### src/rtl/instr_prefetch_buffer_pkg.sv
// Shared widths, FSM encoding and entry layout for the instruction prefetch buffer.
package instr_prefetch_buffer_pkg;

    localparam int PF_ADDR_W = 14;
    localparam int PF_DATA_W = 16;
    localparam int PF_DEPTH  = 4;

    typedef enum logic [1:0] {
        ST_IDLE  = 2'd0,
        ST_BUSY  = 2'd1,
        ST_DRAIN = 2'd2
    } pf_state_e;

    typedef struct packed {
        logic [PF_ADDR_W-1:0] addr;
        logic [PF_DATA_W-1:0] data;
    } pf_entry_t;

endpackage

### src/rtl/instr_prefetch_buffer_pf_fifo.sv
// Small synchronous FIFO with flush; the head entry is visible combinationally.
module instr_prefetch_buffer_pf_fifo #(
    parameter int DEPTH = 4,
    parameter int WIDTH = 30
) (
    input  logic                     clk,
    input  logic                     rst_n,
    input  logic                     i_push,
    input  logic [WIDTH-1:0]         i_push_data,
    input  logic                     i_pop,
    input  logic                     i_flush,
    output logic [WIDTH-1:0]         o_head,
    output logic [$clog2(DEPTH):0]   o_count
);

    localparam int PTR_W = $clog2(DEPTH);
    localparam logic [PTR_W:0] FULL_CNT = (PTR_W+1)'(DEPTH);

    logic [WIDTH-1:0] r_mem [DEPTH];
    logic [PTR_W-1:0] r_wr_ptr;
    logic [PTR_W-1:0] r_rd_ptr;
    logic [PTR_W:0]   r_count;

    logic w_pop_ok;
    logic w_push_ok;

    // A pop on a full FIFO frees the slot the simultaneous push lands in.
    assign w_pop_ok  = i_pop & (r_count != '0);
    assign w_push_ok = i_push & ((r_count != FULL_CNT) | w_pop_ok);

    // Pointer and occupancy bookkeeping; flush returns to the empty state.
    always_ff @(posedge clk or negedge rst_n) begin
        if (!rst_n) begin
            r_wr_ptr <= '0;
            r_rd_ptr <= '0;
            r_count  <= '0;
        end else if (i_flush) begin
            r_wr_ptr <= '0;
            r_rd_ptr <= '0;
            r_count  <= '0;
        end else begin
            if (w_push_ok) r_wr_ptr <= r_wr_ptr + 1'b1;
            if (w_pop_ok)  r_rd_ptr <= r_rd_ptr + 1'b1;
            case ({w_push_ok, w_pop_ok})
                2'b10:   r_count <= r_count + 1'b1;
                2'b01:   r_count <= r_count - 1'b1;
                default: r_count <= r_count;
            endcase
        end
    end

    // Entry storage; cleared on reset so the head reads zero out of reset.
    always_ff @(posedge clk or negedge rst_n) begin
        if (!rst_n) begin
            for (int i = 0; i < DEPTH; i++) r_mem[i] <= '0;
        end else if (w_push_ok && !i_flush) begin
            r_mem[r_wr_ptr] <= i_push_data;
        end
    end

    assign o_head  = r_mem[r_rd_ptr];
    assign o_count = r_count;

endmodule

### src/rtl/instr_prefetch_buffer.sv
// Sequential instruction prefetcher: FIFO of {addr,data}, zero-latency hits,
// flush-and-restart on non-sequential fetches, never withdraws a memory request.
module instr_prefetch_buffer
    import instr_prefetch_buffer_pkg::*;
#(
    parameter int DEPTH  = PF_DEPTH,
    parameter int ADDR_W = PF_ADDR_W,
    parameter int DATA_W = PF_DATA_W
) (
    input  logic              clk,
    input  logic              reset,
    input  logic              core_req,
    input  logic [ADDR_W-1:0] core_addr,
    output logic [DATA_W-1:0] core_data,
    output logic              core_valid,
    output logic              mem_req,
    output logic [ADDR_W-1:0] mem_addr,
    input  logic              mem_ack,
    input  logic [DATA_W-1:0] mem_rdata
);

    localparam int CNT_W = $clog2(DEPTH) + 1;
    localparam logic [CNT_W-1:0] FULL_CNT = CNT_W'(DEPTH);

    pf_state_e         r_state;
    logic              r_mem_req;
    logic [ADDR_W-1:0] r_mem_addr;
    logic [ADDR_W-1:0] r_pf_addr;

    logic [ADDR_W+DATA_W-1:0] w_head;
    logic [ADDR_W-1:0]        w_head_addr;
    logic [DATA_W-1:0]        w_head_data;
    logic [CNT_W-1:0]         w_count;
    logic                     w_empty;
    logic [ADDR_W-1:0]        w_expected;
    logic                     w_hit;
    logic                     w_miss_wait;
    logic                     w_redirect;
    logic                     w_issue;
    logic                     w_push;

    assign w_head_addr = w_head[ADDR_W+DATA_W-1:DATA_W];
    assign w_head_data = w_head[DATA_W-1:0];
    assign w_empty     = (w_count == '0);

    // While a request is outstanding, the core waiting on exactly that address is not a redirect.
    assign w_expected  = (r_state != ST_IDLE) ? r_mem_addr : r_pf_addr;
    assign w_hit       = core_req & ~w_empty & (w_head_addr == core_addr);
    assign w_miss_wait = core_req & w_empty & (core_addr == w_expected);
    assign w_redirect  = core_req & ~w_hit & ~w_miss_wait;

    // Only IDLE issues, so the outstanding-request slot reservation term is zero here.
    assign w_issue = (r_state == ST_IDLE) & (w_count < FULL_CNT) & ~w_redirect;
    assign w_push  = (r_state == ST_BUSY) & mem_ack & ~w_redirect;

    instr_prefetch_buffer_pf_fifo #(
        .DEPTH (DEPTH),
        .WIDTH (ADDR_W + DATA_W)
    ) u_pf_fifo (
        .clk         (clk),
        .rst_n       (reset),
        .i_push      (w_push),
        .i_push_data ({r_mem_addr, mem_rdata}),
        .i_pop       (w_hit),
        .i_flush     (w_redirect),
        .o_head      (w_head),
        .o_count     (w_count)
    );

    // Memory-side FSM: issue, wait for ack, or drain a stale request after a redirect.
    always_ff @(posedge clk or negedge reset) begin
        if (!reset) begin
            r_state    <= ST_IDLE;
            r_mem_req  <= 1'b0;
            r_mem_addr <= '0;
            r_pf_addr  <= '0;
        end else begin
            case (r_state)
                ST_IDLE: begin
                    if (w_redirect) begin
                        r_pf_addr <= core_addr;
                    end else if (w_issue) begin
                        r_mem_req  <= 1'b1;
                        r_mem_addr <= r_pf_addr;
                        r_state    <= ST_BUSY;
                    end
                end
                ST_BUSY: begin
                    if (mem_ack) begin
                        r_mem_req <= 1'b0;
                        r_state   <= ST_IDLE;
                        r_pf_addr <= w_redirect ? core_addr : r_pf_addr + 1'b1;
                    end else if (w_redirect) begin
                        r_state   <= ST_DRAIN;
                        r_pf_addr <= core_addr;
                    end
                end
                ST_DRAIN: begin
                    if (mem_ack) begin
                        r_mem_req <= 1'b0;
                        r_state   <= ST_IDLE;
                    end
                    if (w_redirect) r_pf_addr <= core_addr;
                end
                default: begin
                    r_state   <= ST_IDLE;
                    r_mem_req <= 1'b0;
                end
            endcase
        end
    end

    assign mem_req    = r_mem_req;
    assign mem_addr   = r_mem_addr;
    assign core_valid = w_hit;
    assign core_data  = w_head_data;

endmodule

### config.mk
export PLATFORM = sky130hd
export DESIGN_NAME = instr_prefetch_buffer
export DESIGN_NICKNAME = d
export VERILOG_FILES = /design/src/rtl/instr_prefetch_buffer_pkg.sv /design/src/rtl/instr_prefetch_buffer_pf_fifo.sv /design/src/rtl/instr_prefetch_buffer.sv
export SDC_FILE = /design/constraint.sdc
export NUM_CORES = 1
export LEC_CHECK = 0
export CAP_MARGIN = 20
export CORE_UTILIZATION = 40
export CTS_BUF_LIST = sky130_fd_sc_hd__clkbuf_16
export DETAILED_ROUTE_END_ITERATION = 8
export GPL_TIMING_DRIVEN = 0
export PLACE_DENSITY_LB_ADDON = 0.08
export SYNTH_ARGS = -nofsm -noshare
export SYNTH_HDL_FRONTEND = slang
export SYNTH_HIERARCHICAL = 1
export SYNTH_SLANG_ARGS = --single-unit
export TNS_END_PERCENT = 1
### constraint.sdc
create_clock -name clk -period 5.12 [get_ports clk]
set_clock_uncertainty 0.05 [all_clocks]
set_input_delay 1.024 -clock clk [delete_from_list [all_inputs] [get_ports clk]]
set_output_delay 1.024 -clock clk [all_outputs]
set_load 0.03 [all_outputs]
Word level (Yosys, flattened, before mapping)
Index checks and enable logic that the tools add are counted.
{"block": "classes", "n_bitwise": 19, "n_addsub": 5, "eq_ne": 12, "reduce_logical": 16, "mux": 27, "order_cmp": 4}
{"op": "$bwmux 120", "n": 1}
{"op": "$mux 30", "n": 3}
{"op": "$bmux 30 s2", "n": 1}
{"op": "$demux 30 s2", "n": 1}
{"op": "$mux 14", "n": 4}
{"op": "$eq 14x14->1", "n": 2}
{"op": "$pmux 14 s2", "n": 1}
{"op": "$mux 2", "n": 9}
{"op": "$add 14x1->14 const B", "n": 1}
{"op": "$and 1x1->1", "n": 12}
{"op": "$reduce_bool 2->1", "n": 4}
{"op": "$ge 3x3->1 const B", "n": 2}
{"op": "$ne 2x2->1 const B", "n": 3}
{"op": "$not 2->3", "n": 2}
{"op": "$pmux 2 s3", "n": 1}
{"op": "$pmux 3 s2", "n": 1}
{"op": "$reduce_and 3->1", "n": 2}
{"op": "$reduce_bool 3->1", "n": 2}
{"op": "$add 2x1->2 const B", "n": 2}
{"op": "$eq 2x1->1 const B", "n": 2}
{"op": "$eq 2x2->1 const B", "n": 2}
{"op": "$not 1->1", "n": 4}
{"op": "$reduce_and 4->1", "n": 1}
{"op": "$reduce_or 2->1", "n": 2}
{"op": "15 further kinds", "n": 18}
{"block": "word_totals", "out_inout_bits": 32, "register_bits": 158, "in_bits": 34, "word_cells": 94}

Depth between registers and ports, before layout
Gate-level depths: netlist of run 1.
{"block": "depth", "depth_word": 15, "ltp_mapped": 18, "mapped_depth_nobuf": 13}

Cells and area by module
Netlist of run 1, hierarchy kept.
{"module": "instr_prefetch_buffer_pf_fifo", "seq_area_each_um2": 3178.0, "n_inst": 1, "area_each_um2": 6362.4, "cells_per_inst": 349}
{"module": "instr_prefetch_buffer", "seq_area_each_um2": 775.7, "n_inst": 1, "area_each_um2": 2287.2, "cells_per_inst": 240}

Worst setup path after synthesis of run 1
Ideal clock, no wire load.
{"block": "synth_path", "kind": "register to register", "startpoint": "register u_pf_fifo.r_rd_ptr[0]", "endpoint": "register u_pf_fifo.r_count[2], in the netlist u_pf_fifo/o_count[2]", "n_path_buf": 6, "synth_period_minus_slack_ns": 5.219, "arrival_ns": 5.087, "required_ns": 4.988, "path_slack_ns": -0.099, "stages_incl_launch_ff": 19, "setup_time_ns": 0.082, "path_cell_list": "dfrtp_1 -> clkbuf_1 -> buf_2 -> mux4_2 -> xnor2_1 -> nand4_1 -> or4_1 -> and2_1 -> clkbuf_1 -> and2_1 -> clkbuf_1 -> clkbuf_1 -> nor2_1 -> buf_2 -> nor2_1 -> fa_1 -> or3b_1 -> or3_1 -> a31oi_1"}
{"block": "synth_via", "elab_chain_cells": 15, "word_cells_on_any_way": 19, "cone_classes": "eq/ne: 3; mux: 5; bitwise: 10; reduce/logical: 1"}
{"item": "start, declared", "line_no": "instr_prefetch_buffer_pf_fifo.sv:21", "source": "logic [PTR_W-1:0] r_rd_ptr;"}
{"item": "start signal, assigned", "line_no": "instr_prefetch_buffer_pf_fifo.sv:43", "source": "if (w_pop_ok) r_rd_ptr <= r_rd_ptr + 1'b1;"}
{"item": "$not 2->3 (not written as such) (*)", "line_no": "instr_prefetch_buffer_pf_fifo.sv:61", "source": "assign o_head = r_mem[r_rd_ptr];"}
{"item": "$bmux 30 s2 (*)", "line_no": "instr_prefetch_buffer_pf_fifo.sv:61"}
{"item": "$mux 30 (not written as such) (*) (2 in series)", "line_no": "instr_prefetch_buffer_pf_fifo.sv:61"}
{"item": "via w_head[28]", "line_no": "instr_prefetch_buffer.sv:30", "source": "logic [ADDR_W+DATA_W-1:0] w_head;"}
{"item": "$eq 14x14->1 (*)", "line_no": "instr_prefetch_buffer.sv:48", "source": "assign w_hit = core_req & ~w_empty & (w_head_addr == core_addr);"}
{"item": "$and 1x1->1 (*)", "line_no": "instr_prefetch_buffer.sv:48"}
{"item": "$not 1->1 (*)", "line_no": "instr_prefetch_buffer.sv:50", "source": "assign w_redirect = core_req & ~w_hit & ~w_miss_wait;"}
{"item": "$and 1x1->1 (*) (2 in series)", "line_no": "instr_prefetch_buffer.sv:50"}
{"item": "via w_redirect", "line_no": "instr_prefetch_buffer.sv:38", "source": "logic w_redirect;"}
{"item": "$not 1->1 (no source line) (*)"}
{"item": "$and 1x1->1 (*)", "line_no": "instr_prefetch_buffer.sv:54", "source": "assign w_push = (r_state == ST_BUSY) & mem_ack & ~w_redirect;"}
{"item": "via w_push", "line_no": "instr_prefetch_buffer.sv:40", "source": "logic w_push;"}
{"item": "$and 1x1->1 (*)", "line_no": "instr_prefetch_buffer_pf_fifo.sv:29", "source": "assign w_push_ok = i_push & ((r_count != FULL_CNT) | w_pop_ok);"}
{"item": "$eq 2x1->1 or $eq 2x2->1 (tied branches)", "line_no": "instr_prefetch_buffer_pf_fifo.sv:44", "source": "case ({w_push_ok, w_pop_ok})"}
{"item": "$pmux 3 s2", "line_no": "instr_prefetch_buffer_pf_fifo.sv:44"}
{"item": "$mux 3", "line_no": "instr_prefetch_buffer_pf_fifo.sv:37", "source": "end else if (i_flush) begin"}
{"item": "end signal, assigned", "line_no": "instr_prefetch_buffer_pf_fifo.sv:45", "source": "2'b10: r_count <= r_count + 1'b1;"}
{"item": "end signal, assigned", "line_no": "instr_prefetch_buffer_pf_fifo.sv:46", "source": "2'b01: r_count <= r_count - 1'b1;"}
{"item": "end signal, assigned", "line_no": "instr_prefetch_buffer_pf_fifo.sv:47", "source": "default: r_count <= r_count;"}
{"item": "end, declared", "line_no": "instr_prefetch_buffer_pf_fifo.sv:22", "source": "logic [PTR_W:0] r_count;"}
Mark *: on every way through the listed nets, which the timed path passes. The rest lies on a longest branch. The select of a mux whose other input is x is not followed.
A chain may end at the register's enable or synchronous reset.

Worst setup path in the final report of run 1
{"block": "layout_path", "startpoint": "register u_pf_fifo.r_rd_ptr[0]", "endpoint": "register u_pf_fifo.r_count[2], in the netlist u_pf_fifo/o_count[2]"}
{"block": "layout_via", "elab_chain_cells": 15, "word_cells_on_any_way": 19, "cone_classes": "eq/ne: 3; mux: 5; bitwise: 10; reduce/logical: 1"}
{"item": "$not 2->3 (not written as such) (*)", "line_no": "instr_prefetch_buffer_pf_fifo.sv:61"}
{"item": "$bmux 30 s2 (*)", "line_no": "instr_prefetch_buffer_pf_fifo.sv:61"}
{"item": "$mux 30 (not written as such) (*) (2 in series)", "line_no": "instr_prefetch_buffer_pf_fifo.sv:61"}
{"item": "via w_head[17]", "line_no": "instr_prefetch_buffer.sv:30"}
{"item": "$eq 14x14->1 (*)", "line_no": "instr_prefetch_buffer.sv:48"}
{"item": "$and 1x1->1 (*)", "line_no": "instr_prefetch_buffer.sv:48"}
{"item": "$not 1->1 (*)", "line_no": "instr_prefetch_buffer.sv:50"}
{"item": "$and 1x1->1 (*) (2 in series)", "line_no": "instr_prefetch_buffer.sv:50"}
{"item": "$not 1->1 (no source line) (*)"}
{"item": "$and 1x1->1 (*)", "line_no": "instr_prefetch_buffer.sv:54"}
{"item": "via w_push", "line_no": "instr_prefetch_buffer.sv:40"}
{"item": "$and 1x1->1 (*)", "line_no": "instr_prefetch_buffer_pf_fifo.sv:29"}
{"item": "$eq 2x1->1 or $eq 2x2->1 (tied branches)", "line_no": "instr_prefetch_buffer_pf_fifo.sv:44"}
{"item": "$pmux 3 s2", "line_no": "instr_prefetch_buffer_pf_fifo.sv:44"}
{"item": "$mux 3", "line_no": "instr_prefetch_buffer_pf_fifo.sv:37"}
Marked as above.

==> summary.md, run 1 <==
| Metric | Value |
|---|---|
| Port-buffer cells | `65` |
| Capturing element type of the critical path | `flop` |
| Number of nets still failing antenna checks after routing | `0` |
| Status | `finished, final reports clean` |
| Dominant combinational cell family by area after synthesis | `multiplexers` |
| Adder-cell share of the synthesized area | `approximately 1.5%` |
| Cell with the biggest individual delay on the critical path | `sky130_fd_sc_hd__mux4_2` |
| DR iter-0 viols | `285` |
| P per Cell Area | `454 nW/um2` |
| Post-synth top cells | `158 x sky130_fd_sc_hd__dfrtp_1, 120 x sky130_fd_sc_hd__mux2_4, 30 x sky130_fd_sc_hd__mux4_2` |
| Maxcap violations | `0` |
| Area of combinational cells with multiple inputs | `around 4300 um2` |
| Worst hold path class | `in2async` |
| Cell at the root of the clock tree | `sky130_fd_sc_hd__clkbuf_16` |
| Initial Utilization | `just over 40%` |
| Total power of the final layout | `about 4.7 mW` |
| Share of synthesized area occupied by flip-flops and latches | `45.7%` |
| Antenna diode instance count | `0` |
| Leading cell type by number of instances after synthesis | `sky130_fd_sc_hd__dfrtp_1` |
| Final instance area | `around 10000 um2` |
| Worst relative slew slack | `56.1%` |
| Final setup violation count | `0` |
| Syn Nets | `between 600 and 700` |
| Switching part of the total power | `approximately 34%` |
| Top cells by area, synth | `sky130_fd_sc_hd__dfrtp_1 46%, sky130_fd_sc_hd__mux2_4 21%, sky130_fd_sc_hd__mux4_2 7.8%` |
| Number of antenna violations at the first check in global routing | `0` |
| Post-synthesis cell type count | `55` |
| Core region area | `~21000 um2` |
| Fraction of registers with async set or reset after synthesis | `100%` |
| Number of vias in the routed layout | `slightly above 5000` |
| TritonCTS clock tree | `yes` |
| Total detailed-routing wirelength | `around 21 mm` |
| Global-route wire length before repair | `~33 mm` |
| CTS clk-pin slew, worst paths | `roughly 0.07 ns` |
| IO Count | `66` |
| Area of the mapped netlist | `8650 um2` |
| Max clock buf depth | `2` |
| Share of the core filled with cells | `48.9%` |
| Part of the total power dissipated in sequential elements | `about 38%` |
| Number of search-and-repair iterations in the first detailed-routing pass | `4` |
| Fraction of synthesized area in multiplexers | `between 30% and 40%` |
| Height of the chip | `149 um` |
| Post-route worst hold slack | `0.437 ns` |
| CP Class | `reg2reg` |
| Die Area | `around 22000 um2` |
| Achievable Freq | `0.209 GHz` |
| Complex-gate fraction of the synthesized area | `approximately 4.9%` |
| Number of rows in the core area | `53` |
| Worst slack after detailed placement | `-1.14 ns` |
| Data arrival, critical path | `between 5 and 6 ns` |
| Count of final hold-check violations | `0` |
| Die Width | `149 um` |
| Cells along the critical path | `buf_6, mux4_2, xnor2_2, nand4_1, or4_1, and2_1, clkbuf_1, and2_4, nor2_4, buf_2, nor2_1, fa_1, or3b_1, or3_1, a31oi_1` |
| Routability cong. | `around 0.83` |
| Number of global-route vias before repair | `roughly 5500` |
| Crit path max fanout | `18` |
| Switching power total | `roughly 1.6 mW` |
| Share of cells above drive strength 1 | `a little over a third` |
| Final cycle utilization of the critical path | `roughly 93%` |
| Logic pwr share | `roughly a third` |
| Total number of yosys warnings | `6` |
| HPWL after DPL | `about 14 mm` |
| # hold bufs at CTS | `0` |
| Cell Int Power | `between 3 and 4 mW` |
| Share of the synthesized netlist area taken by xor and xnor gates | `about 3.2%` |
| Area after detailed placement | `approximately 9700 um2` |
| IR drop worst, VDD | `0.000205 V` |
| Deepest level of the CTS H-tree | `4` |
| Average via count per standard cell | `between 5 and 6` |
| Sum of overflow across all layers after global routing | `0` |
| Most used DFF post-synth | `sky130_fd_sc_hd__dfrtp_1` |
| Largest net degree at the start of global routing | `a little over 100` |
| Number of pins exceeding their max-slew limit in the final report | `0` |
| Average wire length per cell after detail routing | `around 22 um` |
| CP required | `between 5 and 6 ns` |
| Synthesized netlist cell count | `~590` |
| TritonCTS buffer count | `17` |
| Post-Synth Simple-Gate Area | `approximately 7.7%` |
| Clk sinks | `around 160` |
| Fillers | `between 1500 and 2000` |
| Synth area leader | `sky130_fd_sc_hd__dfrtp_1` |
| Flip-flop and latch count after synthesis | `about 160` |
| Clk network pwr share | `28.0%` |
| Area used by sequential logic in the layout | `3960 um2` |
| Slew at the pin closest to its max-slew limit | `approximately 0.66 ns` |
| Insertion delay of the later-clocked pin in the worst-skew pair | `0.44 ns` |
| Top-area cell type share of the netlist area | `between 40% and 50%` |
| Drt drc | `0` |
| Synthesized area per cell | `roughly 15 um2` |
| Area Overhead vs Synth | `19.3%` |
| Slowest cell delay on critical path | `between 0.5 and 0.6 ns` |
| Final critical delay including setup and external delays | `around 4.8 ns` |
| Net count, final | `716` |
| Final WS setup | `approximately 0.33 ns` |
| Global-route usage over all layers | `~20%` |
| Kind of start point of the critical path | `flop` |
| Setup repair after global routing missed its margin | `false` |
| P_leak | `about 4.8 nW` |
| Number of enable-type register cells in the synthesized netlist | `0` |
==> sequential cells by signal, indices dropped and copies added, names as in the netlist <==
signal and cells:
mem_addr 14, mem_req 1, r_pf_addr 14, r_state 2
u_pf_fifo/o_count 3, u_pf_fifo/r_mem 120, u_pf_fifo/r_rd_ptr 2, u_pf_fifo/r_wr_ptr 2
==> what timing repair did <==
| item | 4_1_cts | 5_1_grt |
|---|---|---|
| pin swaps | 1 | 0 |
| gates resized for setup | 10 | 6 |
| endpoints found under the setup margin | 126 | 1 |
| buffers inserted | 1 | 0 |
==> power by group through the flow <==
| stage | registers [mW] | clock network (mW) | logic (mW) |
|---|---|---|---|
| floorplan | 1.82 | 0 | 1.00 |
| global placement | 1.77 | 0 | 1.58 |
| detailed placement | 1.78 | 0 | 1.60 |
| CTS | 1.77 | 1.35 | 1.62 |
| global route | 1.82 | 1.40 | 1.70 |
| finish | 1.77 | 1.31 | 1.61 |
==> worst paths after layout <==
path	startpoint	endpoint	slack, ns	cells past startpoint
worst max-delay path	u_pf_fifo/r_rd_ptr[0]	u_pf_fifo/o_count[2]	0.33	15
worst min register to register	u_pf_fifo/r_mem[39]	u_pf_fifo/r_mem[39]	0.45	1
min in group clk	u_pf_fifo/r_mem[39]	u_pf_fifo/r_mem[39]	0.45	1
worst min-delay path	reset	u_pf_fifo/r_mem[100]	0.44	1
max in group asynchronous	reset	r_pf_addr[0]	3.68	2
worst max register to register	u_pf_fifo/r_rd_ptr[0]	u_pf_fifo/o_count[2]	0.33	15
==> cells by family (layout without fill, tap and decap cells) <==
logic type | Yosys count | count (layout)
mux | 178 | 178
flops | 158 | 158
simple gates | 104 | 104
compound gates | 56 | 56
buf+inv | 51 | 147
xor+xnor | 32 | 32
fa+ha+maj | 10 | 10
==> critical path, delay by kind of cell (launching register included) <==
family	cells	cell delay (ns)
muxes	1	0.59
adders and majority gates	1	0.41
xor gates and xnor gates	1	0.25
buffers and inverters	3	0.58
and+or+nand+nor	8	2.13
AOI/OAI and AO/OA	1	0.19
DFF	1	0.46
==> final cells by class <==
| class | instances | share of cell area, % |
|---|---|---|
| multi-input combinational | 380 | 41.7 |
| sequential | 158 | 38.3 |
| timing repair buffer | 67 | 6.69 |
| clock buffer | 17 | 4.12 |
| buffer | 37 | 3.71 |
| tap | 275 | 3.33 |
| clock inverter | 15 | 1.71 |
| inverter | 11 | 0.400 |
==> metrics by stage <==
stage | instances | setup TNS [ns]
2_1_floorplan | 589 | 0
3_3_place_gp | 929 | -591.24
3_5_place_dp | 930 | -25.68
4_1_cts | 960 | 0
5_1_grt | 960 | 0
6_report | 960 | 0
==> placed cells by master, fill, tap and decap left out, types with 3 or more instances in the layout <==
master,netlist,layout
sky130_fd_sc_hd__a221o_1,10,10
sky130_fd_sc_hd__clkbuf_16,0,17
sky130_fd_sc_hd__mux2i_1,14,14
sky130_fd_sc_hd__nand3_1,7,7
sky130_fd_sc_hd__nor2b_1,13,13
sky130_fd_sc_hd__nand2_1,24,24
sky130_fd_sc_hd__nor4_1,3,3
sky130_fd_sc_hd__or4_1,6,6
sky130_fd_sc_hd__xor2_1,3,3
sky130_fd_sc_hd__xnor2_1,29,28
sky130_fd_sc_hd__o21ai_0,6,6
sky130_fd_sc_hd__or3_1,14,14
sky130_fd_sc_hd__a22oi_1,12,12
sky130_fd_sc_hd__mux4_2,30,30
sky130_fd_sc_hd__buf_12,12,12
sky130_fd_sc_hd__clkbuf_1,15,10
sky130_fd_sc_hd__mux2_4,120,120
sky130_fd_sc_hd__dfrtp_1,158,157
sky130_fd_sc_hd__buf_6,2,5
sky130_fd_sc_hd__mux2_2,14,14
sky130_fd_sc_hd__inv_1,11,12
sky130_fd_sc_hd__ha_1,9,9
sky130_fd_sc_hd__clkbuf_2,0,3
sky130_fd_sc_hd__o211ai_1,3,3
sky130_fd_sc_hd__clkdlybuf4s50_1,0,64
sky130_fd_sc_hd__inv_6,0,7
sky130_fd_sc_hd__a21o_1,3,3
sky130_fd_sc_hd__a21oi_1,6,6
sky130_fd_sc_hd__nand4b_4,4,4
sky130_fd_sc_hd__nor2_1,9,8
sky130_fd_sc_hd__buf_2,8,6
sky130_fd_sc_hd__nand4_1,6,6
==> per-layer routing <==
| metal | global-route usage (%) | part of all wire [%] |
|---|---|---|
| met1 | 27.0 | 47 |
| met2 | 32.7 | 48 |
| met3 | 4.13 | 3.1 |
| met4 | 5.66 | 1.6 |
| met5 | 0 | 0 |
No activity file was read; power rests on OpenSTA's default activity.
==> run 2: changes to the inputs <==
- CAP_MARGIN: 20 -> default
- CORE_UTILIZATION: 40 -> 53
==> run 2 against run 1 <==
  * Critical path depth increased by 1
  * Flip-flop and latch count unchanged
  * Combinational power hardly changed
  * Maximum frequency decreased by 0.94%
  * Clock-buffer cell count unchanged
  * Final cell count fell by 5.8%
  * Total power is 0.58% lower
  * Non-clock buffer count up 3
  * Global-route usage grew 4.4 points
  * Critical endpoint unchanged
  * Sequential power about the same
  * Core utilization rose by 16 points
  * Die area is 24% lower
==> summary.md, run 2 (synthesized netlist as in run 1, its figures left out) <==
| Metric | Value |
|---|---|
| Capturing element type of the critical path | `flop` |
| Post-route worst hold slack | `0.446 ns (+0.00911 ns)` |
| IO Count | `66 (unchanged)` |
| Worst hold path class | `reg2reg` |
| Final cycle utilization of the critical path | `94.4% (+0.88 points)` |
| Die Area | `16800 um2 (-24%)` |
| Crit path max fanout | `11 (-7)` |
| Commonest non-fill, non-tap cell in the layout | `sky130_fd_sc_hd__dfrtp_1` |
| Final instance area | `10300 um2 (-0.53%)` |
| TritonCTS clock tree | `yes` |
| Kind of start point of the critical path | `flop` |
| DR iter-0 viols | `417 (+46%)` |
| Insertion delay of the later-clocked pin in the worst-skew pair | `0.43 ns (about the same)` |
| Worst relative slew slack | `56.3% (+0.25 points)` |
| Switching power total | `1.53 mW (-3.6%)` |
| Global-route usage over all layers | `24.5% (+4.4 points)` |
| Number of pins exceeding their max-slew limit in the final report | `0 (unchanged)` |
| CP Class | `reg2reg` |
| Number of flip-flops in the largest register | `120 (unchanged)` |
| Logic pwr share | `33.9% (-0.3 points)` |
| Status | `finished, final reports clean` |
| Number of global-route vias before repair | `5454 (-1.6%)` |
| Deepest level of the CTS H-tree | `4 (unchanged)` |
| Slew at the pin closest to its max-slew limit | `0.655 ns (-0.00374 ns)` |
| Setup repair after global routing missed its margin | `false` |
| Cell at the root of the clock tree | `sky130_fd_sc_hd__clkbuf_16` |
| Routability cong. | `0.861 (+4.3%)` |
| Highest-count cells in the layout ignoring fill and taps | `157 x sky130_fd_sc_hd__dfrtp_1, 120 x sky130_fd_sc_hd__mux2_4, 64 x sky130_fd_sc_hd__clkdlybuf4s50_1` |
| TNS Setup | `0 ns (unchanged)` |
| Max clock buf depth | `2 (unchanged)` |
| Port-buffer cells | `65 (unchanged)` |
| Number of vias in the routed layout | `5267 (+1.3%)` |
| Total detailed-routing wirelength | `19.3 mm (-7.2%)` |
| Number of nets still failing antenna checks after routing | `0 (unchanged)` |
| Global-route wire length before repair | `30.6 mm (-7.7%)` |
| Antenna diode instance count | `0 (unchanged)` |
| CP required | `5.41 ns (about the same)` |
| Clk network pwr share | `27.8% (-0.2 points)` |
| Final setup violation count | `0 (unchanged)` |
| Most flops, register | `u_pf_fifo/r_mem` |
| Clk sinks | `158 (unchanged)` |
| CTS clk-pin slew, worst paths | `0.07 ns (about the same)` |
| Data arrival, critical path | `5.12 ns (+0.04 ns)` |
| P per Cell Area | `454 nW/um2 (about the same)` |
| Drt drc | `0 (unchanged)` |
| Part of the total power dissipated in sequential elements | `38.3% (+0.6 points)` |
| Net count, final | `719 (+0.42%)` |
| Number of search-and-repair iterations in the first detailed-routing pass | `5 (+1)` |
| Final critical delay including setup and external delays | `4.83 ns (+0.0453 ns)` |
| Achievable Freq | `0.207 GHz (-0.94%)` |
| Height of the chip | `130 um (-13%)` |
| HPWL after DPL | `13.0 mm (-4.9%)` |
| Count of final hold-check violations | `0 (unchanged)` |
| Initial Utilization | `54.5% (+13 points)` |
| Sum of overflow across all layers after global routing | `0 (unchanged)` |
| Average wire length per cell after detail routing | `21.3 um (-1.4%)` |
| Maxcap violations | `0 (unchanged)` |
| Number of antenna violations at the first check in global routing | `0 (unchanged)` |
| P_leak | `4.86 nW (+0.23%)` |
| Switching part of the total power | `32.8% (-1.0 points)` |
| Total power of the final layout | `4.66 mW (-0.58%)` |
| Area after detailed placement | `9600 um2 (-0.80%)` |
| TritonCTS buffer count | `17 (unchanged)` |
| Number of rows in the core area | `46 (-13%)` |
| Share of cells above drive strength 1 | `34.3% (-0.44 points)` |
| Core region area | `15900 um2 (-25%)` |
| Cell Int Power | `3.13 mW (+0.98%)` |
| Largest net degree at the start of global routing | `101 (-1.9%)` |
| IR drop worst, VDD | `0.000492 V (+140%)` |
| Die Width | `130 um (-13%)` |
| Average via count per standard cell | `5.83 (+7.6%)` |
| Area Overhead vs Synth | `18.6%` |
run 2: timing repair:
| item | CTS | global route |
|---|---|---|
| pin swaps | 1 | 0 |
| setup buffers | 1 | 2 |
| hold buffers | 0 | 0 |
| setup endpoints to repair | 8 | 1 |
| endpoints found under the hold margin | 0 | 0 |
| resized for setup | 14 | 5 |
run 2: power by group through the flow:
stage	registers (mW)	logic, mW	clock network [mW]
floorplan	1.82	1.00	0
global placement	1.78	1.54	0
detailed placement	1.80	1.58	0
CTS	1.78	1.59	1.32
global route	1.82	1.67	1.37
finish	1.78	1.58	1.30
run 2: final cells by class:
| type | instances | area, um2 |
|---|---|---|
| clock buffer | 17 | 425 |
| clock inverter | 15 | 173 |
| inverter | 11 | 41.3 |
| fill | 1196 | 5620 |
| multi-input combinational | 380 | 4290 |
| buffer | 38 | 404 |
| timing repair buffer | 69 | 702 |
| tap | 216 | 270 |
| sequential | 158 | 3960 |
run 2: path summary, 6_finish.rpt:
check / startpoint / end / slack (ns) / depth (start not counted)
setup / recovery: u_pf_fifo/r_rd_ptr[0] / u_pf_fifo/o_count[2] / 0.29 / 16
hold / removal: mem_req / mem_req / 0.45 / 1
hold reg to reg: mem_req / mem_req / 0.45 / 1
min in group asynchronous: reset / u_pf_fifo/r_mem[9] / 0.50 / 1
max in group asynchronous: reset / u_pf_fifo/r_rd_ptr[0] / 3.59 / 2
setup reg to reg: u_pf_fifo/r_rd_ptr[0] / u_pf_fifo/o_count[2] / 0.29 / 16
run 2: routing by layer:
| layer | track usage, % | vias up | share of wire [%] |
|---|---|---|---|
| met4 | 8.89 | 0 | 1.7 |
| met1 | 33.5 | 2753 | 45 |
| met3 | 4.47 | 27 | 3.7 |
| met5 | 0 | - | 0 |
| li1 | - | 2359 | - |
| met2 | 39.5 | 128 | 49 |
run 2: worst max-delay path, stage by stage (launching register included):
cell and delay (ns):
sky130_fd_sc_hd__dfrtp_2 0.47, sky130_fd_sc_hd__buf_8 0.21, sky130_fd_sc_hd__mux4_2 0.56, sky130_fd_sc_hd__xnor2_1 0.23
sky130_fd_sc_hd__nand4_1 0.12, sky130_fd_sc_hd__or4_1 0.56, sky130_fd_sc_hd__and2_1 0.19, sky130_fd_sc_hd__clkbuf_1 0.14
sky130_fd_sc_hd__and2_1 0.28, sky130_fd_sc_hd__buf_4 0.24, sky130_fd_sc_hd__nor2_4 0.10, sky130_fd_sc_hd__clkbuf_4 0.21
sky130_fd_sc_hd__nor2_1 0.08, sky130_fd_sc_hd__fa_1 0.39, sky130_fd_sc_hd__or3b_1 0.41, sky130_fd_sc_hd__or3_1 0.33
sky130_fd_sc_hd__a31oi_1 0.19
run 2: per-stage QoR:
step                      instances  setup WS [ns]  utilization [%]
after detailed placement        871         -0.861             60.4
final                           904          0.289             64.6
after global routing            904         0.0512             64.6
after global placement          870          -3.23             60.3
after floorplan                 589          0.107                -
after CTS                       903         0.0728             64.4
==> run 3: changes to the inputs <==
--- a/config.mk
+++ b/config.mk
@@ -7,2 +7,4 @@
 export LEC_CHECK = 0
+export ABC_AREA = 1
+export CORE_MARGIN = 2
 export CORE_UTILIZATION = 53
==> constraint.sdc (replaced) <==
create_clock -name clk -period 5.12 [get_ports clk]
set_clock_uncertainty 0.05 [all_clocks]
set_input_delay 0.768 -clock clk [delete_from_list [all_inputs] [get_ports clk]]
set_output_delay 0.768 -clock clk [all_outputs]
set_load 0.03 [all_outputs]
==> run 3 against run 2 <==
  * Worst hold slack lost 0.17 ns
  * Sequential share of layout area grew 1.3 points
  * Register-to-register slack gained 0.34 ns
  * Core utilization grew 0.22 points
  * Critical path depth shrank 4
  * Worst setup slack gained 0.050 ns
  * Global-route usage grew 3.6 points
  * Maximum frequency grew 1.0%
  * Die area shrank 0.49%
  * First-iteration DRC count grew 88%
  * Flip-flop and latch count is the same
  * Final cell count grew 51%
  * Highest routed layer unchanged
==> summary.md, run 3 <==
| Metric | Value |
|---|---|
| Status | `finished, final reports clean` |
| Share of the synthesized netlist area taken by xor and xnor gates | `0.840% (-2.4 points)` |
| Total number of yosys warnings | `6 (unchanged)` |
| P per Cell Area | `499 nW/um2 (+9.8%)` |
| Post-synthesis cell type count | `34 (-38%)` |
| Initial Utilization | `54.5% (about the same)` |
| Synth area leader | `sky130_fd_sc_hd__dfrtp_1` |
| Dominant combinational cell family by area after synthesis | `simple AND/OR/NAND/NOR gates` |
| Fraction of registers with async set or reset after synthesis | `100% (unchanged)` |
| Number of vias in the routed layout | `7390 (+40%)` |
| Worst hold path class | `in2async` |
| CTS clk-pin slew, worst paths | `0.06 ns (about the same)` |
| Cell Int Power | `3.04 mW (-2.9%)` |
| Top cells by area, synth | `sky130_fd_sc_hd__dfrtp_1 47%, sky130_fd_sc_hd__nand2_1 14%, sky130_fd_sc_hd__o21ai_1 6.1%` |
| IR drop worst, VDD | `0.000348 V (-29%)` |
| Area Overhead vs Synth | `19.0%` |
| Post-CTS setup buffer count | `0 (-1)` |
| Sum of overflow across all layers after global routing | `0 (unchanged)` |
| Setup repair after global routing missed its margin | `false` |
| Final setup violation count | `0 (unchanged)` |
| Highest-count cells in the layout ignoring fill and taps | `314 x sky130_fd_sc_hd__nand2_1, 158 x sky130_fd_sc_hd__dfrtp_1, 102 x sky130_fd_sc_hd__o21ai_1` |
| Synthesized area per cell | `7.93 um2 (-46%)` |
| Height of the chip | `129 um (-0.24%)` |
| Fraction of synthesized area in multiplexers | `0% (-32 points)` |
| Clk sinks | `158 (unchanged)` |
| Achievable Freq | `0.209 GHz (+1.0%)` |
| Total detailed-routing wirelength | `22.3 mm (+16%)` |
| IO Count | `66 (unchanged)` |
| Routability cong. | `0.874 (+1.4%)` |
| Average via count per standard cell | `5.43 (-6.8%)` |
| Number of nets still failing antenna checks after routing | `0 (unchanged)` |
| Antenna diode instance count | `0 (unchanged)` |
| Switching part of the total power | `38.6% (+5.8 points)` |
| HPWL after DPL | `15.1 mm (+16%)` |
| Clk network pwr share | `27.9% (about the same)` |
| Post-Synth Simple-Gate Area | `23.1% (+15 points)` |
| Final critical delay including setup and external delays | `4.78 ns (-0.0496 ns)` |
| TritonCTS buffer count | `17 (unchanged)` |
| Kind of start point of the critical path | `flop` |
| Number of pins exceeding their max-slew limit in the final report | `0 (unchanged)` |
| Commonest non-fill, non-tap cell in the layout | `sky130_fd_sc_hd__nand2_1` |
| Max clock buf depth | `2 (unchanged)` |
| Capturing element type of the critical path | `primary output` |
| Port-buffer cells | `65 (unchanged)` |
| Core region area | `15300 um2 (-3.6%)` |
| Count of final hold-check violations | `0 (unchanged)` |
| Number of enable-type register cells in the synthesized netlist | `0 (unchanged)` |
| # hold bufs at CTS | `0 (unchanged)` |
| Area used by sequential logic in the layout | `3950 um2 (about the same)` |
| P_leak | `4.95 nW (+1.9%)` |
| Die Width | `129 um (-0.24%)` |
| Share of cells above drive strength 1 | `10.6% (-24 points)` |
| CP required | `4.30 ns (-1.11 ns)` |
| Most flops, register | `u_pf_fifo/r_mem` |
| Drt drc | `0 (unchanged)` |
| Net count, final | `1181 (+64%)` |
| Share of synthesized area occupied by flip-flops and latches | `47.4% (+1.7 points)` |
| Logic pwr share | `35.9% (+2.0 points)` |
| Insertion delay of the later-clocked pin in the worst-skew pair | `0.43 ns (about the same)` |
| Number of rows in the core area | `45 (-2.2%)` |
| Most used DFF post-synth | `sky130_fd_sc_hd__dfrtp_1` |
| Number of flip-flops in the largest register | `120 (unchanged)` |
| Cell at the root of the clock tree | `sky130_fd_sc_hd__clkbuf_16` |
| Syn Nets | `1096 (+73%)` |
| Leading cell type by number of instances after synthesis | `sky130_fd_sc_hd__nand2_1` |
| Resize count post-CTS | `0 (-14)` |
| Area of combinational cells with multiple inputs | `3590 um2 (-16%)` |
| Top-area cell type share of the netlist area | `47.4% (+1.7 points)` |
| Post-route worst hold slack | `0.280 ns (-0.166 ns)` |
| Number of global-route vias before repair | `6776 (+24%)` |
| Synthesized netlist cell count | `1052 (+79%)` |
| Deepest level of the CTS H-tree | `4 (unchanged)` |
| Area of the mapped netlist | `8340 um2 (-3.6%)` |
| Number of search-and-repair iterations in the first detailed-routing pass | `6 (+1)` |
| TritonCTS clock tree | `yes` |
| Number of antenna violations at the first check in global routing | `0 (unchanged)` |
| Switching power total | `1.91 mW (+25%)` |
| DR iter-0 viols | `786 (+88%)` |
| Crit path max fanout | `10 (-1)` |
| Flip-flop and latch count after synthesis | `158 (unchanged)` |
| Part of the total power dissipated in sequential elements | `36.2% (-2.1 points)` |
| Maxcap violations | `0 (unchanged)` |
| Worst relative slew slack | `39.9% (-16 points)` |
| Die Area | `16800 um2 (-0.49%)` |
| Post-synth top cells | `314 x sky130_fd_sc_hd__nand2_1, 158 x sky130_fd_sc_hd__dfrtp_1, 102 x sky130_fd_sc_hd__o21ai_1` |
| Total power of the final layout | `4.95 mW (+6.2%)` |
| Fillers | `1404 (+17%)` |
| Largest net degree at the start of global routing | `90 (-11%)` |
| Final cycle utilization of the critical path | `93.4% (-0.97 points)` |
| Average wire length per cell after detail routing | `16.4 um (-23%)` |
| Global-route usage over all layers | `28.1% (+3.6 points)` |
| Data arrival, critical path | `3.96 ns (-1.16 ns)` |
| Complex-gate fraction of the synthesized area | `17.5% (+13 points)` |
| Adder-cell share of the synthesized area | `1.59% (+0.057 points)` |
| Global-route wire length before repair | `36.0 mm (+18%)` |
| CP Class | `reg2out` |
| Slew at the pin closest to its max-slew limit | `0.893 ns (+0.238 ns)` |
## run 3: cell count changes after synthesis, moves of 35 or more
| cell | previous run | this run |
|---|---|---|
| sky130_fd_sc_hd__inv_1 | 11 | 95 |
| sky130_fd_sc_hd__nand3_1 | 7 | 42 |
| sky130_fd_sc_hd__nand2_1 | 24 | 314 |
| sky130_fd_sc_hd__o21ai_0 | 6 | 75 |
| sky130_fd_sc_hd__o21ai_2 | 0 | 37 |
| sky130_fd_sc_hd__mux2_4 | 120 | 0 |
| sky130_fd_sc_hd__o21ai_1 | 1 | 102 |
| sky130_fd_sc_hd__nor2_1 | 9 | 93 |
## run 3: logic make-up after synthesis
group           after synthesis
simple gates                472
compound gates              253
flops                       158
buf+inv                     151
fa+ha+maj                    10
xor+xnor                      8
## run 3: layout make-up
| type | count | area share [%] |
|---|---|---|
| Timing Repair Buffer | 66 | 6.88 |
| Tap cell | 211 | 2.66 |
| Multi-Input combinational cell | 743 | 36.2 |
| Sequential cell | 158 | 39.8 |
| Buffer | 54 | 4.35 |
| Inverter | 97 | 3.72 |
| Clock buffer | 17 | 4.29 |
| Clock inverter | 15 | 2.12 |
## run 3: through the flow
| step | std cells | util [%] | setup TNS [ns] | setup slack [ns] | area (um2) |
|---|---|---|---|---|---|
| 6_report | 1361 | 64.8 | 0 | 0.339 | 9930 |
| 5_1_grt | 1361 | 64.8 | 0 | 0.0587 | 9930 |
| 4_1_cts | 1361 | 64.8 | 0 | 0.285 | 9920 |
| 3_5_place_dp | 1329 | 60.6 | 0 | 0.321 | 9290 |
| 3_3_place_gp | 1328 | 60.4 | -539.51 | -3.43 | 9250 |
| 2_1_floorplan | 1052 | - | 0 | 1.30 | 8340 |
## run 3: critical path, cell delays in order, from the launching register on
cell and delay (ns):
sky130_fd_sc_hd__dfrtp_1 0.35, sky130_fd_sc_hd__buf_2 0.17, sky130_fd_sc_hd__clkinv_1 0.13, sky130_fd_sc_hd__clkbuf_1 0.53, sky130_fd_sc_hd__nor2_1 0.10, sky130_fd_sc_hd__o22ai_1 0.28
sky130_fd_sc_hd__inv_1 0.07, sky130_fd_sc_hd__nand2_1 0.06, sky130_fd_sc_hd__nand2_1 0.08, sky130_fd_sc_hd__nor2_1 0.11, sky130_fd_sc_hd__nand2_1 0.08, sky130_fd_sc_hd__nor4_1 0.77
sky130_fd_sc_hd__clkdlybuf4s50_1 0.82
## run 3: power groups by stage
stage / registers [mW] / logic, mW / clock network [mW]
global route: 1.83 / 1.99 / 1.45
global placement: 1.81 / 1.74 / 0
detailed placement: 1.81 / 1.77 / 0
floorplan: 1.85 / 1.13 / 0
CTS: 1.79 / 1.78 / 1.39
finish: 1.79 / 1.78 / 1.38
## run 3: path summary, 6_finish.rpt
| check | start | to | slack, ns | cells past startpoint |
|---|---|---|---|---|
| setup / recovery | u_pf_fifo/r_rd_ptr[0] | core_valid | 0.34 | 12 |
| hold / removal | reset | u_pf_fifo/r_mem[0] | 0.28 | 1 |
| setup reg to reg | u_pf_fifo/r_rd_ptr[0] | u_pf_fifo/o_count[2] | 0.63 | 26 |
| hold reg to reg | u_pf_fifo/r_mem[71] | u_pf_fifo/r_mem[71] | 0.43 | 2 |
| max in group asynchronous | reset | u_pf_fifo/r_mem[43] | 3.96 | 2 |
| min in group clk | u_pf_fifo/r_mem[71] | u_pf_fifo/r_mem[71] | 0.43 | 2 |
## run 3: metal layers
| metal | part of all wire (%) | track usage [%] | up-vias |
|---|---|---|---|
| met4 | 1.2 | 6.51 | 0 |
| li1 | - | - | 3572 |
| met5 | 0 | 0 | - |
| met2 | 45 | 41.1 | 252 |
| met3 | 7.0 | 4.91 | 27 |
| met1 | 47 | 43.8 | 3539 |
